## src/rtl/reaction_timer_if.sv

```systemverilog
// Signal bundle between the start-light controller side and the reaction timer.
// Names match the timer's external pin names so the board top-level maps 1:1.
interface reaction_timer_if;
    logic        tick_ms;
    logic        arm;
    logic        time_out;
    logic        key_n;
    logic [13:0] result;
    logic        result_valid;
    logic        false_start;
    logic [13:0] best;
    logic        busy;

    modport master (
        output tick_ms, arm, time_out, key_n,
        input  result, result_valid, false_start, best, busy
    );

    modport slave (
        input  tick_ms, arm, time_out, key_n,
        output result, result_valid, false_start, best, busy
    );
endinterface

```

## src/rtl/reaction_timer.sv

```systemverilog
// Reaction timer: synchronised and debounced key, ms counter from lights-out to press,
// false-start detection and best (minimum) time tracking.
module reaction_timer #(
    parameter int MAX_MS      = 9999,
    parameter int DEBOUNCE_MS = 5
) (
    input  logic             clk,
    input  logic             reset,
    reaction_timer_if.slave  rt
);

    localparam int          RUN_W = $clog2(DEBOUNCE_MS + 1);
    localparam logic [13:0] MAX_C = 14'(MAX_MS);

    typedef enum logic [2:0] {IDLE, ARMED, TIMING, DONE, FAULT} state_t;

    function automatic logic [13:0] sat_inc(input logic [13:0] v);
        return (v >= MAX_C) ? MAX_C : v + 14'd1;
    endfunction

    function automatic logic [13:0] min14(input logic [13:0] a, input logic [13:0] b);
        return (a < b) ? a : b;
    endfunction

    logic             key_s1_q, key_s2_q;
    logic             db_q, db_d;
    logic [RUN_W-1:0] run_q, run_d;
    logic             press_q, press_d;

    state_t      state_q, state_d;
    logic [13:0] count_q, count_d;
    logic [13:0] result_q, result_d;
    logic        valid_q, valid_d;
    logic        fs_q, fs_d;
    logic [13:0] best_q, best_d;
    logic        done_en;
    logic [13:0] done_val;
    logic [13:0] cnt_inc;

    // Debounce counts only on tick_ms; any matching sample restarts the run.
    always_comb begin
        db_d  = db_q;
        run_d = run_q;
        if (rt.tick_ms) begin
            if (key_s2_q != db_q) begin
                if (run_q == RUN_W'(DEBOUNCE_MS - 1)) begin
                    db_d  = key_s2_q;
                    run_d = '0;
                end else begin
                    run_d = run_q + RUN_W'(1);
                end
            end else begin
                run_d = '0;
            end
        end
        press_d = db_q & ~db_d;
    end

    always_ff @(posedge clk) begin
        if (reset) begin
            key_s1_q <= 1'b1;
            key_s2_q <= 1'b1;
            db_q     <= 1'b1;
            run_q    <= '0;
            press_q  <= 1'b0;
        end else begin
            key_s1_q <= rt.key_n;
            key_s2_q <= key_s1_q;
            db_q     <= db_d;
            run_q    <= run_d;
            press_q  <= press_d;
        end
    end

    always_ff @(posedge clk) begin
        if (reset) begin
            state_q  <= IDLE;
            count_q  <= '0;
            result_q <= '0;
            valid_q  <= 1'b0;
            fs_q     <= 1'b0;
            best_q   <= MAX_C;
        end else begin
            state_q  <= state_d;
            count_q  <= count_d;
            result_q <= result_d;
            valid_q  <= valid_d;
            fs_q     <= fs_d;
            best_q   <= best_d;
        end
    end

    // A press wins over a same-cycle tick, so the reported time is the pre-increment count.
    always_comb begin
        state_d  = state_q;
        count_d  = count_q;
        result_d = result_q;
        valid_d  = 1'b0;
        fs_d     = fs_q;
        best_d   = best_q;
        done_en  = 1'b0;
        done_val = '0;
        cnt_inc  = sat_inc(count_q);
        case (state_q)
            IDLE: begin
                if (rt.arm) state_d = ARMED;
            end
            ARMED: begin
                if (rt.time_out && press_q) begin
                    done_en  = 1'b1;
                    done_val = '0;
                end else if (press_q) begin
                    state_d = FAULT;
                    fs_d    = 1'b1;
                end else if (rt.time_out) begin
                    state_d = TIMING;
                    count_d = '0;
                end
            end
            TIMING: begin
                if (press_q) begin
                    done_en  = 1'b1;
                    done_val = count_q;
                end else if (rt.tick_ms) begin
                    count_d = cnt_inc;
                    if (cnt_inc == MAX_C) begin
                        done_en  = 1'b1;
                        done_val = MAX_C;
                    end
                end
            end
            DONE: begin
                if (rt.arm) state_d = ARMED;
            end
            FAULT: begin
                if (rt.arm) begin
                    state_d = ARMED;
                    fs_d    = 1'b0;
                end
            end
            default: state_d = IDLE;
        endcase
        if (done_en) begin
            state_d  = DONE;
            result_d = done_val;
            valid_d  = 1'b1;
            best_d   = min14(best_q, done_val);
        end
    end

    always_comb begin
        rt.busy = (state_q == ARMED) || (state_q == TIMING);
    end

    assign rt.result       = result_q;
    assign rt.result_valid = valid_q;
    assign rt.false_start  = fs_q;
    assign rt.best         = best_q;

endmodule
```

## src/flat_wrapper.sv

```systemverilog
// flat-port wrapper written by rule: the top's interface ports become plain ports
module reaction_timer_flat 
#(
    parameter int MAX_MS      = 9999,
    parameter int DEBOUNCE_MS = 5
)
  (clk, reset, rt_tick_ms, rt_arm, rt_time_out, rt_key_n, rt_result, rt_result_valid, rt_false_start, rt_best, rt_busy);
  reaction_timer_if rt_i ();
  input  logic clk;
  input  logic reset;
  input wire logic [$bits(rt_i.tick_ms)-1:0] rt_tick_ms;
  input wire logic [$bits(rt_i.arm)-1:0] rt_arm;
  input wire logic [$bits(rt_i.time_out)-1:0] rt_time_out;
  input wire logic [$bits(rt_i.key_n)-1:0] rt_key_n;
  output wire logic [$bits(rt_i.result)-1:0] rt_result;
  output wire logic [$bits(rt_i.result_valid)-1:0] rt_result_valid;
  output wire logic [$bits(rt_i.false_start)-1:0] rt_false_start;
  output wire logic [$bits(rt_i.best)-1:0] rt_best;
  output wire logic [$bits(rt_i.busy)-1:0] rt_busy;
  assign rt_i.tick_ms = rt_tick_ms;
  assign rt_i.arm = rt_arm;
  assign rt_i.time_out = rt_time_out;
  assign rt_i.key_n = rt_key_n;
  assign rt_result = rt_i.result;
  assign rt_result_valid = rt_i.result_valid;
  assign rt_false_start = rt_i.false_start;
  assign rt_best = rt_i.best;
  assign rt_busy = rt_i.busy;
  reaction_timer #(.MAX_MS(MAX_MS), .DEBOUNCE_MS(DEBOUNCE_MS)) u_core (.clk(clk), .reset(reset), .rt(rt_i));
endmodule
```

## config.mk

```make
export PLATFORM = sky130hd
export DESIGN_NAME = reaction_timer_flat
export DESIGN_NICKNAME = d
export VERILOG_FILES = /design/src/rtl/reaction_timer_if.sv /design/src/rtl/reaction_timer.sv /design/src/flat_wrapper.sv
export SDC_FILE = /design/constraint.sdc
export NUM_CORES = 1
export LEC_CHECK = 0
export ABC_CLOCK_PERIOD_IN_PS = 5400
export BUFFER_PORTS_ARGS = -buffer_cell sky130_fd_sc_hd__buf_4
export CORE_ASPECT_RATIO = 0.5
export CORE_MARGIN = 10
export CORE_UTILIZATION = 35
export DETAILED_ROUTE_END_ITERATION = 16
export HOLD_SLACK_MARGIN = 0.1
export PLACE_DENSITY = 0.64
export SLEW_MARGIN = 15
export SYNTH_ARGS = -nofsm -noshare
export SYNTH_HDL_FRONTEND = slang
export SYNTH_SLANG_ARGS = --single-unit
```

## constraint.sdc

```tcl
create_clock -name clk -period 5.4 [get_ports clk]
set_clock_uncertainty 0.1 [all_clocks]
set_input_delay 0 -clock clk [delete_from_list [all_inputs] [get_ports clk]]
set_output_delay 0 -clock clk [all_outputs]
set_load 0.03 [all_outputs]
```

==> impl_metrics.ini <==
[run_status]
outcome = completed

[route]
drt_iter0_markers = 209
wl_mm = 7.726
first_pass_iters = 5
via_per_inst = 5.238
drtAntennaViolNets = 0
wire_per_inst_um = 14.97
num_vias = 2703
drc_errors = 0

[final_layout]
drive_gt1_share_pct = 16.09
syn_to_final_growth_pct = 19.18
nets = 426
n_antenna_cell = 0
utilization_pct = 43.66
nFillCells = 824

[logic_synthesis]
syn_nets = 393
yosysTopAreaCell = dfxtp_1
synthArstFlopShare_pct = 0
synth-seq-area-share_pct = 36.11
synth_ff_type = dfxtp_1
synth.distinct_cells = 49
synth.area.top_cells = dfxtp_1 36%, a21oi_1 8.4%, ha_1 6.7%, nand2_1 5.4%, nor2_1 5.3%
synth_area_per_cell_um2 = 8.070
synth-edff-count = 0
synth_area_mm2 = 0.002994
netlist_instances = 371
ys_ff_latch = 54
yosysWarnings = 0
synth_top_area_share_pct = 36.11

[timing]
setup_violations = 0
maxSlewHeadroom_pct = 53.75
rsz0062_at_grt = no
final.min_clock_period_ns = 4.927
finalMaxSlewViolations = 0
fmax_mhz = 203.0
holdWs_ns = 0.1331
period_share_pct = 91.24
finalSetupTns_ns = 0
hold_violations = 0
setup_slack_ns = 0.4730
worst_pin_slew_ns = 0.6938

[clock_tree]
clkLatencyLatePin_ns = 0.30
clockRootBuffer = clkbuf_16
path_clk_slew_ns = 0.07
cts_resized = 0
clockBufferDepth = 2
cts_sinks = 54
cts_tree = yes
htreeDepth = 2
cts_buffers = 5

[placement]
post-place-ws_ns = 0.4056
gp_congestion = 0.8509
dp_hpwl_mm = 5.333
portBuffers = 36

[setup_path]
max_stage_delay_ns = 0.50
worst-path-max-fanout = 15
worstPathCellList = ha_1 > nand3_1 > a311oi_1 > o311ai_0 > a211o_1 > o21ai_2 > nand2_1 > ha_1 > a21o_1 > a21o_1 > a21oi_1 > nand3_1 > a311oi_1 > a221oi_4 > buf_12 > mux2_4
end_kind = flip-flop
worstRegToRegCells = 16
r2r-end = u_core.rt.best[12]$_SDFFE_PP0P_
r2r-start = u_core.count_q[0]$_SDFFE_PP0P_
crit_type = flip-flop to flip-flop
cp_num_buf_inv = 1
crit_slowest_cell = a311oi_1
cp_data_arrival_time_ns = 5.02
worst_ep_required_time_ns = 5.49
cp_top_family = compound AO/OA/AOI/OAI gates
start_kind = flip-flop
reg2reg_slack_ns = 0.47

[floorplan]
fp.dieH_um = 85.40
start_util_pct = 36.64
coreArea_mm2 = 0.008173
io_pins = 37
dieArea_mm2 = 0.01288
die_x_um = 150.8
rows = 23

[global_route]
antenna_found_initial = 0
groute.usage.overall_pct = 12.12
grt_pass1_vias = 2519
grt_pass1_wl_mm = 12.92
grt_max_degree = 68
overflow = 0

[hold_path]
whs_endpoint = u_core.rt.result[5]$_SDFFE_PP0P_
hold_path_depth = 2
holdCritStartpoint = reset
min_path_type = primary input to flip-flop

[power]
ir_drop_v = 0.0001041
power_switching_uw = 178.6
power_density_mw_per_mm2 = 227.7
combPwrFrac_pct = 5.4
power.internal_uw = 634.1
clkPwrFrac_pct = 44.9
power.total_uw = 812.7
p_sw_share_pct = 21.97
seq_power_share_pct = 49.7
p_leak_uw = 0.001292

[flow_run]
drv_cap = 0
==> flip-flops by register name (all words and copies together) (netlist names) <==
register,count
u_core.count_q,14
u_core.db_q,1
u_core.key_s1_q,1
u_core.key_s2_q,1
u_core.press_q,1
u_core.rt.best,14
u_core.rt.false_start,1
u_core.rt.result,14
u_core.rt.result_valid,1
u_core.run_q,3
u_core.state_q,3
==> power by group through the flow <==
| stage | sequential [uW] | combinational (uW) | clock (uW) |
|---|---|---|---|
| 2_1_floorplan | 410 | 33.1 | 0 |
| 4_1_cts | 404 | 43.6 | 377 |
| 3_5_place_dp | 413 | 41.0 | 0 |
| 3_3_place_gp | 413 | 41.5 | 0 |
| 6_report | 404 | 43.7 | 365 |
| 5_1_grt | 405 | 48.3 | 391 |
==> synthesized netlist by cell type (2+ instances only) <==
cell	n
nor2_1	42
and2_1	4
nand4_1	8
nand2_1	43
nor2b_1	10
a21o_1	3
a32oi_1	2
clkbuf_1	15
xor2_1	3
and3_1	3
o22ai_1	3
a211o_1	4
or3_1	5
mux2_2	4
nor3_1	5
nor4_1	2
dfxtp_1	54
inv_1	8
nand3b_1	3
mux2_4	2
nand3_1	11
xnor2_1	5
buf_6	3
buf_1	2
ha_1	16
or2_2	3
a311oi_1	2
a21oi_1	50
o21ai_0	13
a31oi_1	4
mux2i_1	9
buf_2	3
nand2b_1	8
a211oi_1	4
==> per-stage QoR <==
step                      std cells  area (um^2)
after floorplan                 371         2994
after global placement          500         3314
after detailed placement        500         3314
after CTS                       511         3518
after global routing            516         3568
final                           516         3568
==> cell type report <==
cell class	count	area [um^2]	share of cell area (%)
Sequential cell	54	1081	30.29
Clock inverter	2	38.79	1.087
Tap cell	112	140.1	3.927
Inverter	8	30.03	0.8415
Multi-Input combinational cell	285	1755	49.19
Timing Repair Buffer	50	397.9	11.15
Clock buffer	5	125.1	3.506
==> cells by family after synthesis <==
group	Yosys count	synth area share (%)
buffers and inverters	32	5.265
xor gates and xnor gates	8	2.340
adders and majority gates	16	6.686
AOI/OAI and AO/OA	95	19.52
and+or+nand+nor	151	24.57
DFF	54	36.11
muxes	15	5.516
==> metal layers <==
| layer | global-route usage, % | vias up | share of wire, % | wire (um) |
|---|---|---|---|---|
| met1 | 16.60 | 1248 | 49 | 3824 |
| met4 | 4.518 | 0 | 1.5 | 119 |
| li1 | - | 1376 | - | - |
| met5 | 0 | - | 0 | 0 |
| met3 | 2.754 | 12 | 5.6 | 436 |
| met2 | 18.04 | 67 | 43 | 3346 |
==> cells in the final DEF, fill, tap and decap left out, drive strengths merged, types with 5 or more instances in the layout <==
master  count
clkbuf      5
a21oi      50
nor2       42
or3         5
nand2b      8
nand2      43
xnor2       5
mux2i       9
inv         8
o21ai      14
nand3      11
buf        46
ha         16
nand4       8
dfxtp      54
nor3        5
nor2b      10
mux2        6
==> what timing repair did <==
item / 4_1_cts / 5_1_grt
buffers inserted: 0 / 5
hold buffers: 4 / 0
hold endpoints to repair: 8 / 0
endpoints found under the setup margin: 0 / 6
==> how the worst max path moves through the flow <==
stage                                               from  cells past startpoint  slack, ns                               to
final                     u_core.count_q[0]$_SDFFE_PP0P_                     16       0.47  u_core.rt.best[12]$_SDFFE_PP0P_
after detailed placement  u_core.count_q[0]$_SDFFE_PP0P_                     14       0.41   u_core.rt.best[4]$_SDFFE_PP0P_
after floorplan           u_core.count_q[1]$_SDFFE_PP0P_                     17       1.10  u_core.rt.best[11]$_SDFFE_PP0P_
after global placement    u_core.count_q[0]$_SDFFE_PP0P_                     14       0.52   u_core.rt.best[5]$_SDFFE_PP0P_
after global routing      u_core.count_q[0]$_SDFFE_PP0P_                     16       0.12  u_core.rt.best[11]$_SDFFE_PP0P_
after CTS                 u_core.count_q[0]$_SDFFE_PP0P_                     14       0.36   u_core.rt.best[5]$_SDFFE_PP0P_
No activity file was read; power rests on OpenSTA's default activity.
